[config.mk]
export PLATFORM = sky130hd
export DESIGN_NAME = ps2_receiver
export DESIGN_NICKNAME = d
export VERILOG_FILES = /design/src/rtl/ps2_receiver.sv
export SDC_FILE = /design/constraint.sdc
export NUM_CORES = 1
export LEC_CHECK = 0
export CAP_MARGIN = 40
export CORE_MARGIN = 2
export CORE_UTILIZATION = 50
export DETAILED_ROUTE_END_ITERATION = 16
export DONT_BUFFER_PORTS = 1
export PLACE_DENSITY = 0.73
export SETUP_SLACK_MARGIN = 0.5
export SLEW_MARGIN = 0
export SYNTH_ARGS = -nofsm -noshare
export SYNTH_HDL_FRONTEND = slang
export SYNTH_SLANG_ARGS = --single-unit
[constraint.sdc]
create_clock -name clk -period 3.08 [get_ports clk]
set_input_delay 0.616 -clock clk [delete_from_list [all_inputs] [get_ports clk]]
set_output_delay 0.616 -clock clk [all_outputs]
set_load 0.05 [all_outputs]
[src/rtl/ps2_receiver.sv]
// ps2_receiver: PS/2 frame decoder with an 8-bit byte FIFO and
// gap-paced one-cycle delivery pulses for the keyboard display FSM.
module ps2_receiver #(
  parameter int FIFO_AW     = 3,
  parameter int GAP_CYC     = 4,
  parameter int TIMEOUT_CYC = 20000
) (
  input  logic       clk,
  input  logic       rst,
  input  logic       ps2_clk,
  input  logic       ps2_data,
  output logic [7:0] ps2dis_data,
  output logic       ps2dis_recFlag,
  output logic       overflow,
  output logic       frame_err,
  output logic [7:0] err_cnt
);

  localparam int DEPTH = 1 << FIFO_AW;
  localparam int GW = (GAP_CYC > 1) ? $clog2(GAP_CYC) : 1;
  localparam int TW = $clog2(TIMEOUT_CYC + 1);
  localparam logic [GW-1:0] GAP_LD = GW'(GAP_CYC - 1);
  localparam logic [TW-1:0] TO_MAX = TW'(TIMEOUT_CYC);

  logic              kc1_q, kc1_d;
  logic              kc2_q, kc2_d;
  logic              kch_q, kch_d;
  logic              kd1_q, kd1_d;
  logic              kd2_q, kd2_d;

  logic [3:0]        bit_q, bit_d;
  logic [7:0]        sh_q, sh_d;
  logic              par_q, par_d;
  logic [TW-1:0]     to_q, to_d;

  logic [7:0]        mem_q [DEPTH];
  logic [7:0]        mem_d [DEPTH];
  logic [FIFO_AW:0]  wp_q, wp_d;
  logic [FIFO_AW:0]  rp_q, rp_d;
  logic [GW-1:0]     gap_q, gap_d;

  logic [7:0]        data_q, data_d;
  logic              rec_q, rec_d;
  logic              ovf_q, ovf_d;
  logic              ferr_q, ferr_d;
  logic [7:0]        errc_q, errc_d;

  logic              fall;
  logic              good;
  logic              bad;
  logic              empty;
  logic              full;
  logic              push_ok;
  logic              pop;

  assign fall  = kch_q & ~kc2_q;
  assign empty = (wp_q == rp_q);
  assign full  = (wp_q[FIFO_AW] != rp_q[FIFO_AW]) &&
                 (wp_q[FIFO_AW-1:0] == rp_q[FIFO_AW-1:0]);

  // Frame capture and timeout supervision
  always_comb begin
    kc1_d = ps2_clk;
    kc2_d = kc1_q;
    kch_d = kc2_q;
    kd1_d = ps2_data;
    kd2_d = kd1_q;
    bit_d = bit_q;
    sh_d  = sh_q;
    par_d = par_q;
    to_d  = to_q;
    good  = 1'b0;
    bad   = 1'b0;
    if (fall) begin
      to_d = '0;
      unique case (1'b1)
        (bit_q == 4'd0): begin
          if (!kd2_q) bit_d = 4'd1;
        end
        (bit_q inside {[4'd1:4'd8]}): begin
          sh_d  = {kd2_q, sh_q[7:1]};
          bit_d = bit_q + 4'd1;
        end
        (bit_q == 4'd9): begin
          par_d = kd2_q;
          bit_d = 4'd10;
        end
        default: begin
          bit_d = '0;
          if (kd2_q && (^{sh_q, par_q})) good = 1'b1;
          else bad = 1'b1;
        end
      endcase
    end else if (bit_q != 4'd0) begin
      if (to_q == TO_MAX) begin
        bad   = 1'b1;
        bit_d = '0;
        to_d  = '0;
      end else begin
        to_d = to_q + TW'(1);
      end
    end else begin
      to_d = '0;
    end
  end

  // FIFO, pacing and status; full is judged before any pop
  always_comb begin
    mem_d   = mem_q;
    wp_d    = wp_q;
    rp_d    = rp_q;
    gap_d   = gap_q;
    data_d  = data_q;
    rec_d   = 1'b0;
    push_ok = good & ~full;
    pop     = ~empty & (gap_q == '0);
    ovf_d   = ovf_q | (good & full);
    ferr_d  = bad;
    errc_d  = errc_q;
    if (push_ok) begin
      mem_d[wp_q[FIFO_AW-1:0]] = sh_q;
      wp_d = wp_q + 1'b1;
    end
    if (pop) begin
      data_d = mem_q[rp_q[FIFO_AW-1:0]];
      rec_d  = 1'b1;
      rp_d   = rp_q + 1'b1;
      gap_d  = GAP_LD;
    end else if (gap_q != '0) begin
      gap_d = gap_q - GW'(1);
    end
    if (bad && errc_q != 8'hFF) errc_d = errc_q + 8'd1;
  end

  always_ff @(posedge clk or negedge rst) begin
    if (!rst) begin
      kc1_q  <= 1'b1;
      kc2_q  <= 1'b1;
      kch_q  <= 1'b1;
      kd1_q  <= 1'b1;
      kd2_q  <= 1'b1;
      bit_q  <= '0;
      sh_q   <= '0;
      par_q  <= 1'b0;
      to_q   <= '0;
      for (int i = 0; i < DEPTH; i++) mem_q[i] <= '0;
      wp_q   <= '0;
      rp_q   <= '0;
      gap_q  <= '0;
      data_q <= '0;
      rec_q  <= 1'b0;
      ovf_q  <= 1'b0;
      ferr_q <= 1'b0;
      errc_q <= '0;
    end else begin
      kc1_q  <= kc1_d;
      kc2_q  <= kc2_d;
      kch_q  <= kch_d;
      kd1_q  <= kd1_d;
      kd2_q  <= kd2_d;
      bit_q  <= bit_d;
      sh_q   <= sh_d;
      par_q  <= par_d;
      to_q   <= to_d;
      mem_q  <= mem_d;
      wp_q   <= wp_d;
      rp_q   <= rp_d;
      gap_q  <= gap_d;
      data_q <= data_d;
      rec_q  <= rec_d;
      ovf_q  <= ovf_d;
      ferr_q <= ferr_d;
      errc_q <= errc_d;
    end
  end

  assign ps2dis_data    = data_q;
  assign ps2dis_recFlag = rec_q;
  assign overflow       = ovf_q;
  assign frame_err      = ferr_q;
  assign err_cnt        = errc_q;

endmodule

==> out/summary.log <==
[status] result of the run finished, violations left
[status] failing checks negative hold slack
[grt] total congestion overflow 0
[critical_path] cell at the slowest stage of the critical path or4_4
[critical_path] worst path buffer plus inverter count 2
[final_layout] number of diodes added for antenna fixing 0
[sta] Max Fclk 369 MHz
[pwr] total internal power 3.71 mW
[detailed_routing] count of TritonRoute iterations in the first routing pass 4
[clock_network] CTS H-tree lvls 4
[final_layout] nets 485
[floorplan] number of placed I/O pins 23
[pwr] total power after layout 5.38 mW
[clock_network] clk slew on worst S/H paths 60 ps
[detailed_routing] drt drc 0
[clock_network] root buffer selected by CTS clkbuf_16
[detailed_routing] Avg Vias per Cell 5.61
[sta] total negative slack 0 ps
[synthesis] fraction of registers with async set or reset after synthesis 100%
[grt] total routing resource utilization after global routing 20.0%
[clock_network] TritonCTS buffer count 17
[pwr] worst vdd rail ir drop 659 µV
[synthesis] total number of yosys warnings 0
[placement] Inst Count DP 586
[final_layout] share of layout cells above drive strength 1 36.2%
[critical_path] peak per-stage delay on the critical path 640 ps
[detailed_routing] residual antenna-violating net count after detailed routing 0
[grt] number of antenna violations at the first check in global routing 0
[placement] weighted congestion reported at the end of routability-driven placement 0.868
[run] reported max-cap violation count 0
[synthesis] Commonest cells post-synth dfrtp_1, mux2_2, nand2_1
[grt] maximum number of pins on one net before global-route repair 127
[synthesis] cell area after synthesis 0.00576 mm²
[detailed_routing] number of design-rule violations left by the first detailed-router iteration 178
[critical_path] Worst Setup Path Type register to register
[synthesis] portion of synthesized cell area occupied by the leading cell type 52.6%
[sta] slew at the pin closest to its max-slew limit 697 ps
[sta] number of endpoints failing setup at the final stage 0
[critical_path] delay-heaviest family, CP simple AND/OR/NAND/NOR gates
[sta] Hold Worst Slack -101 ps
[grt] first-pass GRT wire length 19,400 µm
[pwr] power per standard cell area 782 mW/mm²
[pwr] relative contribution of the clock network to total power 35.2%
[synthesis] Seq cells post-synth 126
[critical_path] CP Launch Type register
[pwr] Switching Power 1.67 mW
[detailed_routing] via count of the routed design 3,516
[synthesis] net count after synthesis 452
[synthesis] most common cell in the netlist dfrtp_1
[clock_network] clock sink count 126
[sta] part of the cycle the worst path needs 88.0%
[sta] time the worst path needs with I/O delays and setup 2710 ps
[clock_network] insertion delay of the later-clocked pin in the worst-skew pair 410 ps
[sta] number of failing hold endpoints at the final stage 121
[synthesis] EDFF count, synth 0
[worst_hold_path] worst hold-check path type input port to asynchronous set/reset pin
[clock_network] CTS tree done
[critical_path] startpoint of the worst register-to-register path bit_q[0]
[sta] Fin Clk Skew 7.37 ps
[synthesis] flip-flop cell with the highest count after synthesis dfrtp_1
[floorplan] width of the chip 111 µm
[sta] number of max-slew violations in the final report 0
[critical_path] ordered list of cells on the worst path inv_1 -> ha_4 -> or2_4 -> a211o_1 -> or4_4 -> nor4b_4 -> buf_6 -> mux2_4
[pwr] Static Leakage 3.22 nW
[critical_path] worst setup slack for register-to-register paths 370 ps
[synthesis] main area contributors after synthesis dfrtp_1, mux2_2, mux4_2
[sta] tightest slew margin relative to the limit 53.1%
[critical_path] number of gates on the worst path with buffers counted 8
[clock_network] CTS max path bufs 2
[sta] setup slack of the critical path after layout 370 ps
[synthesis] Post-Syn Area per Cell 13.1 µm²
[critical_path] worst r2r path cells 8
[floorplan] area of the die 0.0124 mm²
[sta] setup repair after global routing missed its margin true
[placement] Place WS 105 ps
[synthesis] share of synthesized area occupied by flip-flops and latches 54.9%
[critical_path] RR Endpoint mem_q[30]
[synthesis] number of cells produced by synthesis 439
[floorplan] area of the core region 0.0113 mm²
[placement] DP Wirelength 7300 µm
[placement] count of input and output buffers 0
[grt] vias in the first global route 3,766
[detailed_routing] routed wire length 11,600 µm
[final_layout] area added between synthesis and finish 19.5%
[pwr] power share of the sequential group 37.7%
[floorplan] Site Rows 39
[synthesis] count of distinct cell types in the synthesized netlist 44
[floorplan] effective utilization at floorplan 50.8%
[pwr] Sw Share 31.1%
[final_layout] post-route non-filler standard cell count 627
[critical_path] maximum fanout encountered on the critical timing path 8
[critical_path] type of element capturing the critical path register
[critical_path] data required time of the worst path 3370 ps
[detailed_routing] wire length per cell after detailed routing 18.4 µm
[synthesis] cell accounting for the most synthesized area dfrtp_1
[pwr] share of power burned in combinational logic 27.1%
[floorplan] overall die height 111 µm
[critical_path] Arrival @ worst endpoint 3000 ps
==> worst reg2reg max path: stages, from the launching register on <==
cell and delay (ps):
dfrtp_2 410, inv_1 90, ha_4 170, or2_4 220, a211o_1 280, or4_4 640, nor4b_4 260, buf_6 210
mux2_4 320
==> through the flow <==
step / utilization [%] / instance area [µm²]
3_3_place_gp: 54.2 / 6130
4_1_cts: 59.8 / 6770
6_report: 60.8 / 6880
3_5_place_dp: 54.2 / 6130
5_1_grt: 60.8 / 6880
2_1_floorplan: - / 5860
==> placed cells by master (no fill, tap or decap), types with 6 or more instances in the layout <==
cell | Yosys | routed
nand4_1 | 6 | 6
inv_1 | 14 | 13
nand2_1 | 30 | 30
clkbuf_16 | 0 | 17
buf_4 | 0 | 30
xor2_1 | 18 | 18
nor3_1 | 6 | 6
mux2i_1 | 10 | 10
o21ai_0 | 15 | 15
ha_1 | 9 | 7
nor2_1 | 26 | 26
nand3_1 | 13 | 13
mux2_2 | 74 | 43
mux2_4 | 0 | 31
dfrtp_1 | 121 | 119
mux4_2 | 16 | 16
xnor2_1 | 16 | 15
buf_6 | 0 | 6
==> how the worst max path moves through the flow <==
| stage | startpoint | end |
|---|---|---|
| 4_1_cts | bit_q[0] | mem_q[30] |
| 2_1_floorplan | bit_q[0] | mem_q[40] |
| 3_5_place_dp | bit_q[0] | mem_q[45] |
| 5_1_grt | bit_q[0] | mem_q[30] |
| 6_report | bit_q[0] | mem_q[30] |
| 3_3_place_gp | bit_q[0] | mem_q[41] |
==> cells by family (layout without fill, tap and decap cells) <==
family	after synthesis	after routing	share of synthesized area (%)
compound gates	27	27	2.65
xor+xnor	35	35	5.57
fa+ha+maj	9	9	1.96
buf+inv	36	81	2.48
flops	126	126	54.9
mux	100	100	22.5
simple gates	106	106	9.98
==> layer usage <==
metal | global-route usage [%] | part of all wire [%]
met5 | 0 | 0
met4 | 7.00 | 2.0
met3 | 5.74 | 3.5
met2 | 32.9 | 51
met1 | 25.6 | 44
==> final cells by class <==
class,instances,area [µm²]
clock buffers,25,505
multi-input cells,277,2630
clock inverters,6,57.6
flip-flops and latches,126,3160
well taps,143,179
repair buffers,36,293
fillers,843,4440
inverters,14,52.6
==> registers in the layout, indices dropped and copies added (netlist names), 2 cells and up <==
| name | cells |
|---|---|
| gap_q | 2 |
| sh_q | 8 |
| rp_q | 4 |
| mem_q | 64 |
| err_cnt | 8 |
| ps2dis_data | 8 |
| to_q | 15 |
| bit_q | 4 |
| wp_q | 4 |
==> power by group through the flow <==
| stage | registers [mW] | clock network [mW] | logic [mW] |
|---|---|---|---|
| after floorplan | 1.97 | 0 | 0.961 |
| after global placement | 2.04 | 0 | 1.23 |
| after detailed placement | 2.05 | 0 | 1.28 |
| after CTS | 2.02 | 1.91 | 1.35 |
| after global routing | 2.06 | 2.00 | 1.59 |
| final | 2.03 | 1.89 | 1.46 |
==> timing repair <==
item / CTS / global route
endpoints found under the setup margin: 42 / 54
setup buffers: 5 / 5
hold endpoints to repair: 121 / 121
pin swaps: 4 / 1
resized for setup: 10 / 14
Power figures use the tool's default switching activity.
